## src/rtl/ahb2apb_bridge_nch.sv

```systemverilog
// AHB-Lite slave to multi-slave APB master bridge with wait states and error mapping.
// Optional AHB2APB_PSTRB_EN adds a registered PSTRB byte-lane output.
module ahb2apb_bridge_nch #(
    parameter int ADDR_WIDTH     = 32,
    parameter int DATA_WIDTH     = 32,
    parameter int NUM_SLAVES     = 4,
    parameter int SEL_LSB        = 12,
    parameter int TIMEOUT_CYCLES = 16
) (
    input  logic                             HCLK,
    input  logic                             HRESET,
    input  logic                             HSEL,
    input  logic [ADDR_WIDTH-1:0]            HADDR,
    input  logic                             HWRITE,
    input  logic [2:0]                       HSIZE,
    input  logic [1:0]                       HTRANS,
    input  logic                             HREADY,
    input  logic [DATA_WIDTH-1:0]            HWDATA,
    output logic                             HREADYOUT,
    output logic                             HRESP,
    output logic [DATA_WIDTH-1:0]            HRDATA,
    output logic [NUM_SLAVES-1:0]            PSEL,
    output logic                             PENABLE,
    output logic [ADDR_WIDTH-1:0]            PADDR,
    output logic                             PWRITE,
    output logic [DATA_WIDTH-1:0]            PWDATA,
    input  logic [NUM_SLAVES*DATA_WIDTH-1:0] PRDATA,
    input  logic [NUM_SLAVES-1:0]            PREADY,
    input  logic [NUM_SLAVES-1:0]            PSLVERR
`ifdef AHB2APB_PSTRB_EN
    ,
    output logic [DATA_WIDTH/8-1:0]          PSTRB
`endif
);

    localparam int IW = (NUM_SLAVES > 1) ? $clog2(NUM_SLAVES) : 1;
    localparam int SB = DATA_WIDTH / 8;
    localparam logic [2:0] MAX_SIZE = 3'($clog2(SB));
    localparam int CW = (TIMEOUT_CYCLES > 0) ? $clog2(TIMEOUT_CYCLES + 1) : 1;

    typedef enum logic [2:0] {
        IDLE, SETUP, ACCESS, DONE, ERR1, ERR2
    } state_t;

    state_t          state, state_n;
    logic [IW-1:0]   idx_q;
    logic [IW-1:0]   hidx;
    logic [CW-1:0]   cnt, cnt_n;
    logic            valid, capture, bad, tmo;
    logic            sel_rdy, sel_err;
    logic [NUM_SLAVES-1:0] onehot;
    logic [DATA_WIDTH-1:0] prd [NUM_SLAVES];

    if (NUM_SLAVES > 1) begin : g_idx
        assign hidx = HADDR[SEL_LSB +: IW];
    end else begin : g_idx1
        assign hidx = '0;
    end

    for (genvar i = 0; i < NUM_SLAVES; i++) begin : g_prd
        assign prd[i] = PRDATA[i*DATA_WIDTH +: DATA_WIDTH];
    end

    assign valid   = HSEL & HREADY & HTRANS[1];
    assign capture = valid & HREADYOUT;
    assign bad     = (5'(hidx) >= 5'(NUM_SLAVES)) | (HSIZE > MAX_SIZE);
    assign sel_rdy = PREADY[idx_q];
    assign sel_err = PSLVERR[idx_q];
    assign onehot  = NUM_SLAVES'(1) << idx_q;
    assign cnt_n   = (cnt == '1) ? cnt : cnt + 1'b1;

    // cnt_n counts the current ACCESS cycle, so the limit is reached on the last allowed one
    if (TIMEOUT_CYCLES > 0) begin : g_tmo
        assign tmo = (cnt_n == CW'(TIMEOUT_CYCLES));
    end else begin : g_notmo
        assign tmo = 1'b0;
    end

    always_comb begin
        state_n   = state;
        HREADYOUT = 1'b1;
        HRESP     = 1'b0;
        PSEL      = '0;
        PENABLE   = 1'b0;
        unique case (state)
            IDLE, DONE, ERR2: begin
                HRESP = (state == ERR2);
                if (valid) state_n = bad ? ERR1 : SETUP;
                else       state_n = IDLE;
            end
            SETUP: begin
                HREADYOUT = 1'b0;
                PSEL      = onehot;
                state_n   = ACCESS;
            end
            ACCESS: begin
                HREADYOUT = 1'b0;
                PSEL      = onehot;
                PENABLE   = 1'b1;
                if (sel_rdy)  state_n = sel_err ? ERR1 : DONE;
                else if (tmo) state_n = ERR1;
            end
            ERR1: begin
                HREADYOUT = 1'b0;
                HRESP     = 1'b1;
                state_n   = ERR2;
            end
            default: state_n = IDLE;
        endcase
    end

    always_ff @(posedge HCLK) begin
        if (HRESET) begin
            state  <= IDLE;
            idx_q  <= '0;
            cnt    <= '0;
            HRDATA <= '0;
            PADDR  <= '0;
            PWRITE <= 1'b0;
            PWDATA <= '0;
        end else begin
            state <= state_n;
            if (capture) begin
                PADDR  <= HADDR;
                PWRITE <= HWRITE;
                idx_q  <= hidx;
            end
            if (state == SETUP) begin
                PWDATA <= HWDATA;
                cnt    <= '0;
            end
            if (state == ACCESS) begin
                cnt <= cnt_n;
                if (sel_rdy & ~sel_err & ~PWRITE) HRDATA <= prd[idx_q];
            end
        end
    end

`ifdef AHB2APB_PSTRB_EN
    logic [2:0]    size_q;
    logic [SB-1:0] lanes;

    always_comb begin
        lanes = '0;
        for (int i = 0; i < SB; i++)
            lanes[i] = ((i >> size_q) == (int'(PADDR[$clog2(SB)-1:0]) >> size_q));
    end

    always_ff @(posedge HCLK) begin
        if (HRESET) begin
            size_q <= '0;
            PSTRB  <= '0;
        end else begin
            if (capture) size_q <= HSIZE;
            if (state == SETUP) PSTRB <= PWRITE ? lanes : '0;
        end
    end
`endif

endmodule

```

## config.mk

```make
export PLATFORM = sky130hd
export DESIGN_NAME = ahb2apb_bridge_nch
export DESIGN_NICKNAME = d
export VERILOG_FILES = /design/src/rtl/ahb2apb_bridge_nch.sv
export SDC_FILE = /design/constraint.sdc
export NUM_CORES = 1
export LEC_CHECK = 0
export CORE_AREA = 2 2 123 125
export DETAILED_ROUTE_END_ITERATION = 10
export DIE_AREA = 0 0 125 127
export GPL_TIMING_DRIVEN = 0
export PLACE_DENSITY_LB_ADDON = 0.3
export SYNTH_ARGS = -nofsm -noshare
export SYNTH_HDL_FRONTEND = slang
export SYNTH_SLANG_ARGS = --single-unit
```

## constraint.sdc

```tcl
create_clock -name HCLK -period 2.3 [get_ports HCLK]
set_input_delay 0.575 -clock HCLK [delete_from_list [all_inputs] [get_ports HCLK]]
set_output_delay 0.575 -clock HCLK [all_outputs]
set_load 0.005 [all_outputs]
```

# Yosys cells after proc, flatten, opt, wreduce, memory -nomap -nowiden
# Index checks and enable logic that the tools add are counted.
[op_classes]
bitwise_logic = 8
order_cmp = 3
reduce_logical = 6
eq_ne = 8
muxes = 20
add_sub_neg = 1
shift = 1
[ops]
columns = ["operator", "count"]
rows = [
  ["$bmux W32 S2", 1],
  ["$mux W32", 2],
  ["$mux W3", 5],
  ["$mux W5", 3],
  ["$pmux W3 S4", 1],
  ["$eq A5 B5 Y1 const B", 2],
  ["$eq A3 B2 Y1 const B", 2],
  ["$eq A3 B3 Y1 const B", 2],
  ["$reduce_or A3 Y1", 2],
  ["$add A5 B1 Y5 const B", 1],
  ["$and A1 B1 Y1", 5],
  ["$bmux W1 S2", 2],
  ["$mux W1", 4],
  ["$mux W4", 1],
  ["$shl A1 B2 Y4 const A", 1],
  ["$eq A3 B1 Y1 const B", 1],
  ["$ge A3 B3 Y1 const B", 1],
  ["$gt A3 B2 Y1 const B", 1],
  ["$logic_not A3 Y1", 1],
  ["$lt A2 B3 Y1 const B", 1],
  ["$ne A3 B3 Y1 const B", 1],
  ["$not A2 Y3", 1],
  ["$not A1 Y1", 2],
  ["$pmux W1 S2", 1],
  ["other kinds (3)", 3],
]
[totals]
output_inout_bits = 104
ff_bits = 107
wordCells = 54
inputBits = 210

# Logic depth before layout (Yosys ltp)
# Gate-level depths: netlist (run 1).
[logic_depth]
depth_word = 6
ltp_mapped = 8
ltp_nobuf = 6

# Least setup slack after synthesis (run 1)
# No wires, ideal clock.
[synth_path]
path_kind = "in2reg"
startpoint = "input PSLVERR[3]"
endpoint = "register HRDATA[10]"
path_buffers = 2
arrival_time_ns = 1.906
cell_stages = 7
slack_ns = 0.251
setup_time_ns = 0.143
t_required_ns = 2.157
path_cell_list = "nand2b_1 > mux4_2 > or3_1 > buf_6 > buf_12 > nand2_2 > a21oi_2"
[synth_between]
elab_chain_len = 6
[synth_lines]
columns = ["element", "line_no", "rtl"]
rows = [
  ["from (decl)", "29", "input logic [NUM_SLAVES-1:0] PSLVERR"],
  ["$bmux W1 S2", "68", "assign sel_err = PSLVERR[idx_q];"],
  ["$mux W1 (implied by the code)", "68", ""],
  ["$not A1 Y1", "134", "if (sel_rdy & ~sel_err & ~PWRITE) HRDATA <= prd[idx_q];"],
  ["$and A1 B1 Y1 (2 in a row)", "134", ""],
  ["$reduce_and A2 Y1 (no line)", "n/a", ""],
  ["to (signal assigned)", "134", ""],
  ["to (decl)", "21", "output logic [DATA_WIDTH-1:0] HRDATA,"],
]
# Every way passes these cells. The select of a mux whose other input is x is not followed.
# A chain may end at the register's enable or synchronous reset.

# Worst setup path after layout (run 1)
[layout_path]
startpoint = "register state[1]"
endpoint = "output HRESP"
[layout_between]
elab_chain_len = 3
elab_cells_between_ends = 6
cone_classes = "3 x eq/ne; 1 x mux; 2 x reduce/logical"
[layout_lines]
columns = ["element", "line_no", "rtl"]
rows = [
  ["from (decl)", "45", "state_t state, state_n;"],
  ["from (signal assigned)", "122", "state <= state_n;"],
  ["$eq A3 B3 Y1, or another cell as far along", "85, 87", ""],
  ["$reduce_or A3 Y1", "85", "unique case (state)"],
  ["$pmux W1 S2 *", "85", ""],
  ["to (decl)", "20", "output logic HRESP,"],
]
# Mark *: on every way between the ends. The rest lies on a longest branch, timed or not.

==> results of run 1 <==
==> sequential cells by signal, indices dropped and copies added (netlist names) <==
signal  count
PADDR      32
PWRITE      1
state       3
cnt         5
HRDATA     32
PWDATA     32
==> layer usage <==
| layer | part of all wire | vias to the layer above | track usage | wire (um) |
|---|---|---|---|---|
| met2 | 0.49 | 203 | 0.371 | 8530 |
| met5 | 0 | - | 0 | 0 |
| li1 | - | 2515 | - | - |
| met3 | 0.086 | 35 | 0.0817 | 1500 |
| met1 | 0.40 | 2328 | 0.246 | 6990 |
| met4 | 0.024 | 0 | 0.0771 | 417 |
==> cell usage in the layout (no fill, tap or decap), drive strengths merged, types with 2 or more instances in the layout <==
| cell | count |
|---|---|
| or3 | 2 |
| inv | 3 |
| nor3 | 7 |
| clkbuf | 34 |
| nor2b | 3 |
| mux4 | 34 |
| nand2b | 7 |
| clkdlybuf4s50 | 305 |
| a21oi | 109 |
| clkinv | 4 |
| nor2 | 16 |
| nand3 | 2 |
| nand2 | 197 |
| buf | 30 |
| or3b | 2 |
| dfxtp | 105 |
| nand4 | 2 |
| o21ai | 2 |
==> cells by family (layout without fill, tap and decap cells) <==
family / after synthesis / in the layout / synth area share
and+or+nand+nor: 241 / 241 / 0.216
AOI/OAI and AO/OA: 117 / 117 / 0.146
adders and majority gates: 1 / 1 / 0.00253
muxes: 35 / 35 / 0.157
buffers and inverters: 46 / 379 / 0.0537
DFF: 105 / 105 / 0.425
==> area by class of cell <==
cell class	count	area, um^2	share of cell area
flip-flops and latches	105	2110	0.243
well taps	184	230	0.0265
repair buffers	317	3140	0.362
inverters	3	11.3	0.00130
plain buffers	43	283	0.0326
clock inverters	5	53.8	0.00619
multi-input cells	394	2610	0.300
clock buffers	11	253	0.0291
==> critical path, delay by kind of cell, from the launching register on <==
kind	cells	cell delay, ns
flops	1	0.36
simple gates	1	0.22
buf+inv	3	0.74
==> stage by stage <==
stage	TNS [ns]	hold WS, ns	total power, W	cells	setup slack (ns)
6_report	0	0.454	0.00439	1062	0.0413
5_1_grt	-0.0337	0.470	0.00457	1062	-0.0254
4_1_cts	-0.165	0.455	0.00443	1062	-0.0645
3_5_place_dp	-10.53	0.446	0.00281	1040	-0.657
3_3_place_gp	-10.49	0.441	0.00281	1040	-0.663
2_1_floorplan	0	0.453	0.00225	545	0.251
==> worst min path at each step <==
| stage | startpoint | end | slack, ns | cells after the start |
|---|---|---|---|---|
| final | PADDR[19]$_SDFFE_PP0P_ | PADDR[19]$_SDFFE_PP0P_ | 0.45 | 2 |
| after global placement | PADDR[8]$_SDFFE_PP0P_ | PADDR[8]$_SDFFE_PP0P_ | 0.44 | 2 |
| after floorplan | HRDATA[0]$_SDFFE_PP0P_ | HRDATA[0]$_SDFFE_PP0P_ | 0.45 | 2 |
| after detailed placement | PADDR[19]$_SDFFE_PP0P_ | PADDR[19]$_SDFFE_PP0P_ | 0.45 | 2 |
| after CTS | PADDR[19]$_SDFFE_PP0P_ | PADDR[19]$_SDFFE_PP0P_ | 0.46 | 2 |
| after global routing | PADDR[19]$_SDFFE_PP0P_ | PADDR[19]$_SDFFE_PP0P_ | 0.47 | 2 |
==> repair_timing <==
action                                  in CTS  in global routing
resized for setup                           34                 14
pin swaps                                    5                  4
hold buffers                                 0                  0
endpoints found under the setup margin       6                 21
setup buffers                                6                  0
==> power groups by stage <==
stage,registers (W),clock network (W),logic (W)
global placement,0.00195,0,0.000858
CTS,0.00191,0.00164,0.000880
floorplan,0.00195,0,0.000297
global route,0.00192,0.00171,0.000946
finish,0.00191,0.00160,0.000880
detailed placement,0.00195,0,0.000860
==> flow_summary_export.csv, run 1 <==
group,metric,value,unit
detailed_routing,viasPerCell,4.78,
synth,synthArstFlopShare,0,
synth,synth_area_leaders,"dfxtp_1 43%, mux4_2 15%, nand2_1 13%",
synth,syn_avg_cell_area,9.07,um^2
timing,setup_viol,0,
synth,ys_seq_area_frac,0.425,
critical_path,cp-start-kind,"flop",
pwr,power.internal,0.00334,W
grt,grt_pass1_wl,27.0,mm
floorplan,rows,44,
critical_path,ff2ff_setup_slack,0.32,ns
pwr,pwr-share-clk,0.364,
floorplan,start_util,0.343,
clock_network,clk_latency,0.35,ns
timing,slew_headroom,0.527,
grt,grt_use_total,0.216,
critical_path,critPathMaxFanout,5,
clock_network,h-tree-depth,3,
timing,tightest_slew,0.710,ns
critical_path,crit_chain,"buf_4 > nand2b_1 > inv_1 > clkdlybuf4s50_1",
clock_network,clock-sinks,105,
cells_and_area,fin_area,8690,um^2
detailed_routing,route.detailed.wl_per_inst,16.4,um
pwr,combPwrFrac,0.201,
synth,dominantRegCellSynth,"dfxtp_1",
critical_path,critPathRequiredTime,1.73,ns
critical_path,startpoint,"state[1]$_SDFFE_PP0P_",
critical_path,cp_slowest_cell,"clkdlybuf4s50_1",
cells_and_area,n_antenna_cell,0,
placed_design,post-dp-hpwl,13.6,mm
detailed_routing,dr.pass1.iters,4,
placed_design,placed_cell_area,8280,um^2
floorplan,ios,314,
floorplan,die_area,15900,um^2
pwr,leakage,2.95,nW
flow_run,maxCapViolCount,0,
critical_path,crit_type,"reg -> out",
synth,ys_ff_latch,105,
clock_network,cts_root_buf,"clkbuf_16",
timing,fmax,0.443,GHz
critical_path,r2r_end,"PADDR[13]$_SDFFE_PP0P_",
synth,synthCells,545,
cells_and_area,drive_gt1_frac,0.173,
grt,grt_pass1_vias,5120,
floorplan,die_w,125,um
critical_path,r2r_cells,8,
cells_and_area,nets,1084,
cells_and_area,fillers,1269,
clock_network,clk_path_buf_depth,2,
synth,post-synth-top-area-cell,"dfxtp_1",
grt,antenna_found_initial,0,
detailed_routing,wirelength,17.4,mm
timing,period_minus_slack,2.26,ns
critical_path,worstReg2RegStart,"state[1]$_SDFFE_PP0P_",
timing,hold_viol_final,0,
pwr,peakVddDrop,0.000599,V
detailed_routing,drt_iter0_markers,223,
critical_path,cp-end-kind,"output port",
synth,synthTopCellsByCount,"166 x nand2_1, 105 x dfxtp_1, 79 x a21oi_1",
cells_and_area,area_growth,75.8,%
timing,slew_violations,0,
pwr,p_sw,0.00105,W
clock_network,cts_tree,"done",
floorplan,die_y,127,um
critical_path,endpoint,"HRESP",
clock_network,path_clk_slew,0.07,ns
synth,synth_top_area_frac,0.425,
critical_path,cpPeakStageDelay,0.52,ns
detailed_routing,num_vias,5081,
timing,rsz0062_at_grt,"true",
synth,synth-edff-count,0,
floorplan,core,14400,um^2
synth,yosysMostFrequentCell,"nand2_1",
detailed_routing,drc,0,
pwr,power_density,505,nW/um^2
clock_network,cts_buffers,9,
placed_design,port_buffers,311,
pwr,switching_share,0.238,
detailed_routing,drtAntennaViolNets,0,
synth,syn-cell-area,4940,um^2
cells_and_area,post-route-util,0.602,
grt,gr-total-overflow,0,
timing,skew,0.00947,ns
hold_path,hold_path_class,"reg -> reg",
grt,grt_max_degree,17,
placed_design,place.gp.congestion,0.819,
critical_path,arrival,1.68,ns
synth,syn_nets,756,
timing,post-route-period-util,0.982,
run_status,status,"finished clean",
pwr,power_frac_seq,0.435,
synth,yosysWarnings,0,
synth,ys_types,36,
Note: power is estimated with default switching activity, not from simulation.
==> run 2: changes to the inputs <==
Settings changed: CELL_PAD_IN_SITES_DETAIL_PLACEMENT set to 2, CELL_PAD_IN_SITES_GLOBAL_PLACEMENT set to 2, CORE_AREA 2 2 123 125 to not set, CORE_MARGIN set to 2, CORE_UTILIZATION set to 20, DIE_AREA 0 0 125 127 to not set.
==> run 2 against run 1 <==
Final area is 2.7% higher. Final cell count is 13% higher. Register-to-register slack got worse by 0.10 ns. Global-route usage down 4.0 points. Critical path depth rose by 4. Via count increased by 4.4%. Die area grew 64%. Wire length increased by 30%. Critical endpoint is now HRDATA[8]$_SDFFE_PP0P_. Largest power group unchanged. Highest routed layer unchanged.
==> flow_summary_export.csv, run 2 (synthesis results as in run 1) <==
group,metric,value,unit
clock_network,cts_hold_buf,0,
grt,grt_use_total,0.175,
cells_and_area,area_growth,80.6,%
detailed_routing,drt_iter0_markers,112,
critical_path,critPathMaxFanout,10,
clock_network,cts_root_buf,"clkbuf_16",
timing,hold_viol_final,0,
hold_path,hold_end,"PWDATA[28]$_SDFFE_PP0P_",
detailed_routing,viasPerCell,4.40,
grt,met2_usage,0.301,
critical_path,ff2ff_setup_slack,0.22,ns
timing,skew,0.0136,ns
floorplan,start_util,0.203,
grt,antenna_found_initial,0,
flow_run,maxCapViolCount,0,
pwr,leakage,2.98,nW
pwr,peakVddDrop,0.000322,V
timing,slew_headroom,0.456,
placed_design,port_buffers,311,
floorplan,ios,314,
grt,grt_pass1_wl,34.5,mm
pwr,fin_total_pwr,0.00436,W
cells_and_area,nets,1088,
detailed_routing,wirelength,22.7,mm
timing,tightest_slew,0.815,ns
critical_path,crit_type,"in -> reg",
grt,grt_pass1_vias,5762,
cells_and_area,most-common-layout-cells,"304 x clkdlybuf4s50_1, 165 x nand2_1, 102 x dfxtp_1, 79 x a21oi_1, 34 x mux4_2",
critical_path,r2r_end,"PADDR[30]$_SDFFE_PP0P_",
pwr,power_density,489,nW/um^2
cells_and_area,fin_cells,1205,
detailed_routing,num_vias,5307,
detailed_routing,drtAntennaViolNets,0,
floorplan,die_w,161,um
clock_network,cts_buffers,9,
placed_design,post-dp-hpwl,18.3,mm
grt,grt_max_degree,19,
timing,rsz0062_at_grt,"true",
clock_network,clk_path_buf_depth,2,
cells_and_area,top_regs,"HRDATA: 32 flops, PADDR: 32 flops, PWDATA: 32 flops",
timing,fmax,0.446,GHz
hold_path,hold_path_class,"reg -> reg",
floorplan,die_y,161,um
placed_design,place.gp.congestion,0.843,
critical_path,arrival,2.45,ns
cells_and_area,n_antenna_cell,0,
timing,setup_viol,0,
timing,post-route-period-util,0.975,
timing,holdWs,0.458,ns
clock_network,clk_latency,0.36,ns
timing,slew_violations,0,
detailed_routing,drc,0,
detailed_routing,dr.pass1.iters,4,
critical_path,critPathRequiredTime,2.51,ns
grt,met3_usage,0.0609,
clock_network,path_clk_slew,0.07,ns
hold_path,whs_path_depth,2,
floorplan,die_area,26000,um^2
clock_network,clock-sinks,105,
grt,gr-total-overflow,0,
placed_design,dp.cells,1180,
hold_path,hp-start,"PWDATA[28]$_SDFFE_PP0P_",
timing,finalSetupTns,0,ns
critical_path,worstReg2RegStart,"state[1]$_SDFFE_PP0P_",
clock_network,h-tree-depth,3,
grt,grt.busiest_layer,"met2",
cells_and_area,final_common_cell,"clkdlybuf4s50_1",
floorplan,rows,57,
critical_path,r2r_cells,8,
critical_path,cp-start-kind,"primary input",
floorplan,core,24300,um^2
clock_network,cts_tree,"done",
timing,period_minus_slack,2.24,ns
cells_and_area,drive_gt1_frac,0.183,
run_status,status,"finished clean",
detailed_routing,route.detailed.wl_per_inst,18.9,um
grt,grt_use_met1,0.210,
critical_path,cp-end-kind,"flop",
run 2: changes by cell type in the layout (fill, tap and decap cells not counted), moves of 2 or more:
cell        previous run  this run
clkinv_2               3         0
nor2_1                14        12
inv_6                  0         4
clkbuf_8               3         1
buf_6                  5         8
clkinvlp_4             0         2
nor2_2                 1         3
run 2: report_power, final:
group          internal (W)  switching [W]
registers           0.00187      0.0000349
clock network      0.000745       0.000776
logic              0.000584       0.000350
total               0.00320        0.00116
run 2: worst max-delay path by stage:
| stage | startpoint | end | cells after the start |
|---|---|---|---|
| after detailed placement | PADDR[13]$_SDFFE_PP0P_ | PSEL[2] | 5 |
| final | PREADY[2] | HRDATA[8]$_SDFFE_PP0P_ | 8 |
| after floorplan | PSLVERR[3] | HRDATA[10]$_SDFFE_PP0P_ | 7 |
| after global routing | state[0]$_SDFFE_PP0P_ | PSEL[1] | 6 |
| after global placement | PADDR[13]$_SDFFE_PP0P_ | PSEL[2] | 5 |
| after CTS | state[2]$_SDFFE_PP0P_ | PSEL[0] | 6 |
run 2: area by class of cell:
type | count | area [um^2]
fillers | 2716 | 15400
repair buffers | 321 | 3170
multi-input cells | 394 | 2640
flip-flops and latches | 105 | 2110
well taps | 324 | 405
plain buffers | 43 | 302
clock buffers | 9 | 225
clock inverters | 6 | 50.0
inverters | 3 | 16.3
run 2: critical path: stages:
cell,delay (ns)
clkdlybuf4s50_1,0.49
nand2b_1,0.08
mux4_2,0.52
or3_4,0.35
buf_6,0.15
buf_12,0.15
nand2_2,0.07
a21oi_2,0.05
run 2: what timing repair did:
action                                  CTS  global route
setup buffers                             5             5
pin swaps                                 5             5
resized for setup                        53            11
endpoints found under the setup margin   31            35
run 2: routing by layer:
metal | up-vias | part of all wire
li1 | 2524 | -
met2 | 170 | 0.49
met4 | 0 | 0.015
met5 | - | 0
met1 | 2596 | 0.42
met3 | 17 | 0.074
run 2: through the flow:
step                utilization  instance area (um^2)  setup slack (ns)
finish                    0.367                  8920            0.0573
global route              0.367                  8920           -0.0110
CTS                       0.364                  8850           -0.0151
detailed placement        0.348                  8460            -0.851
global placement          0.348                  8460            -0.835
floorplan                     -                  4940             0.251
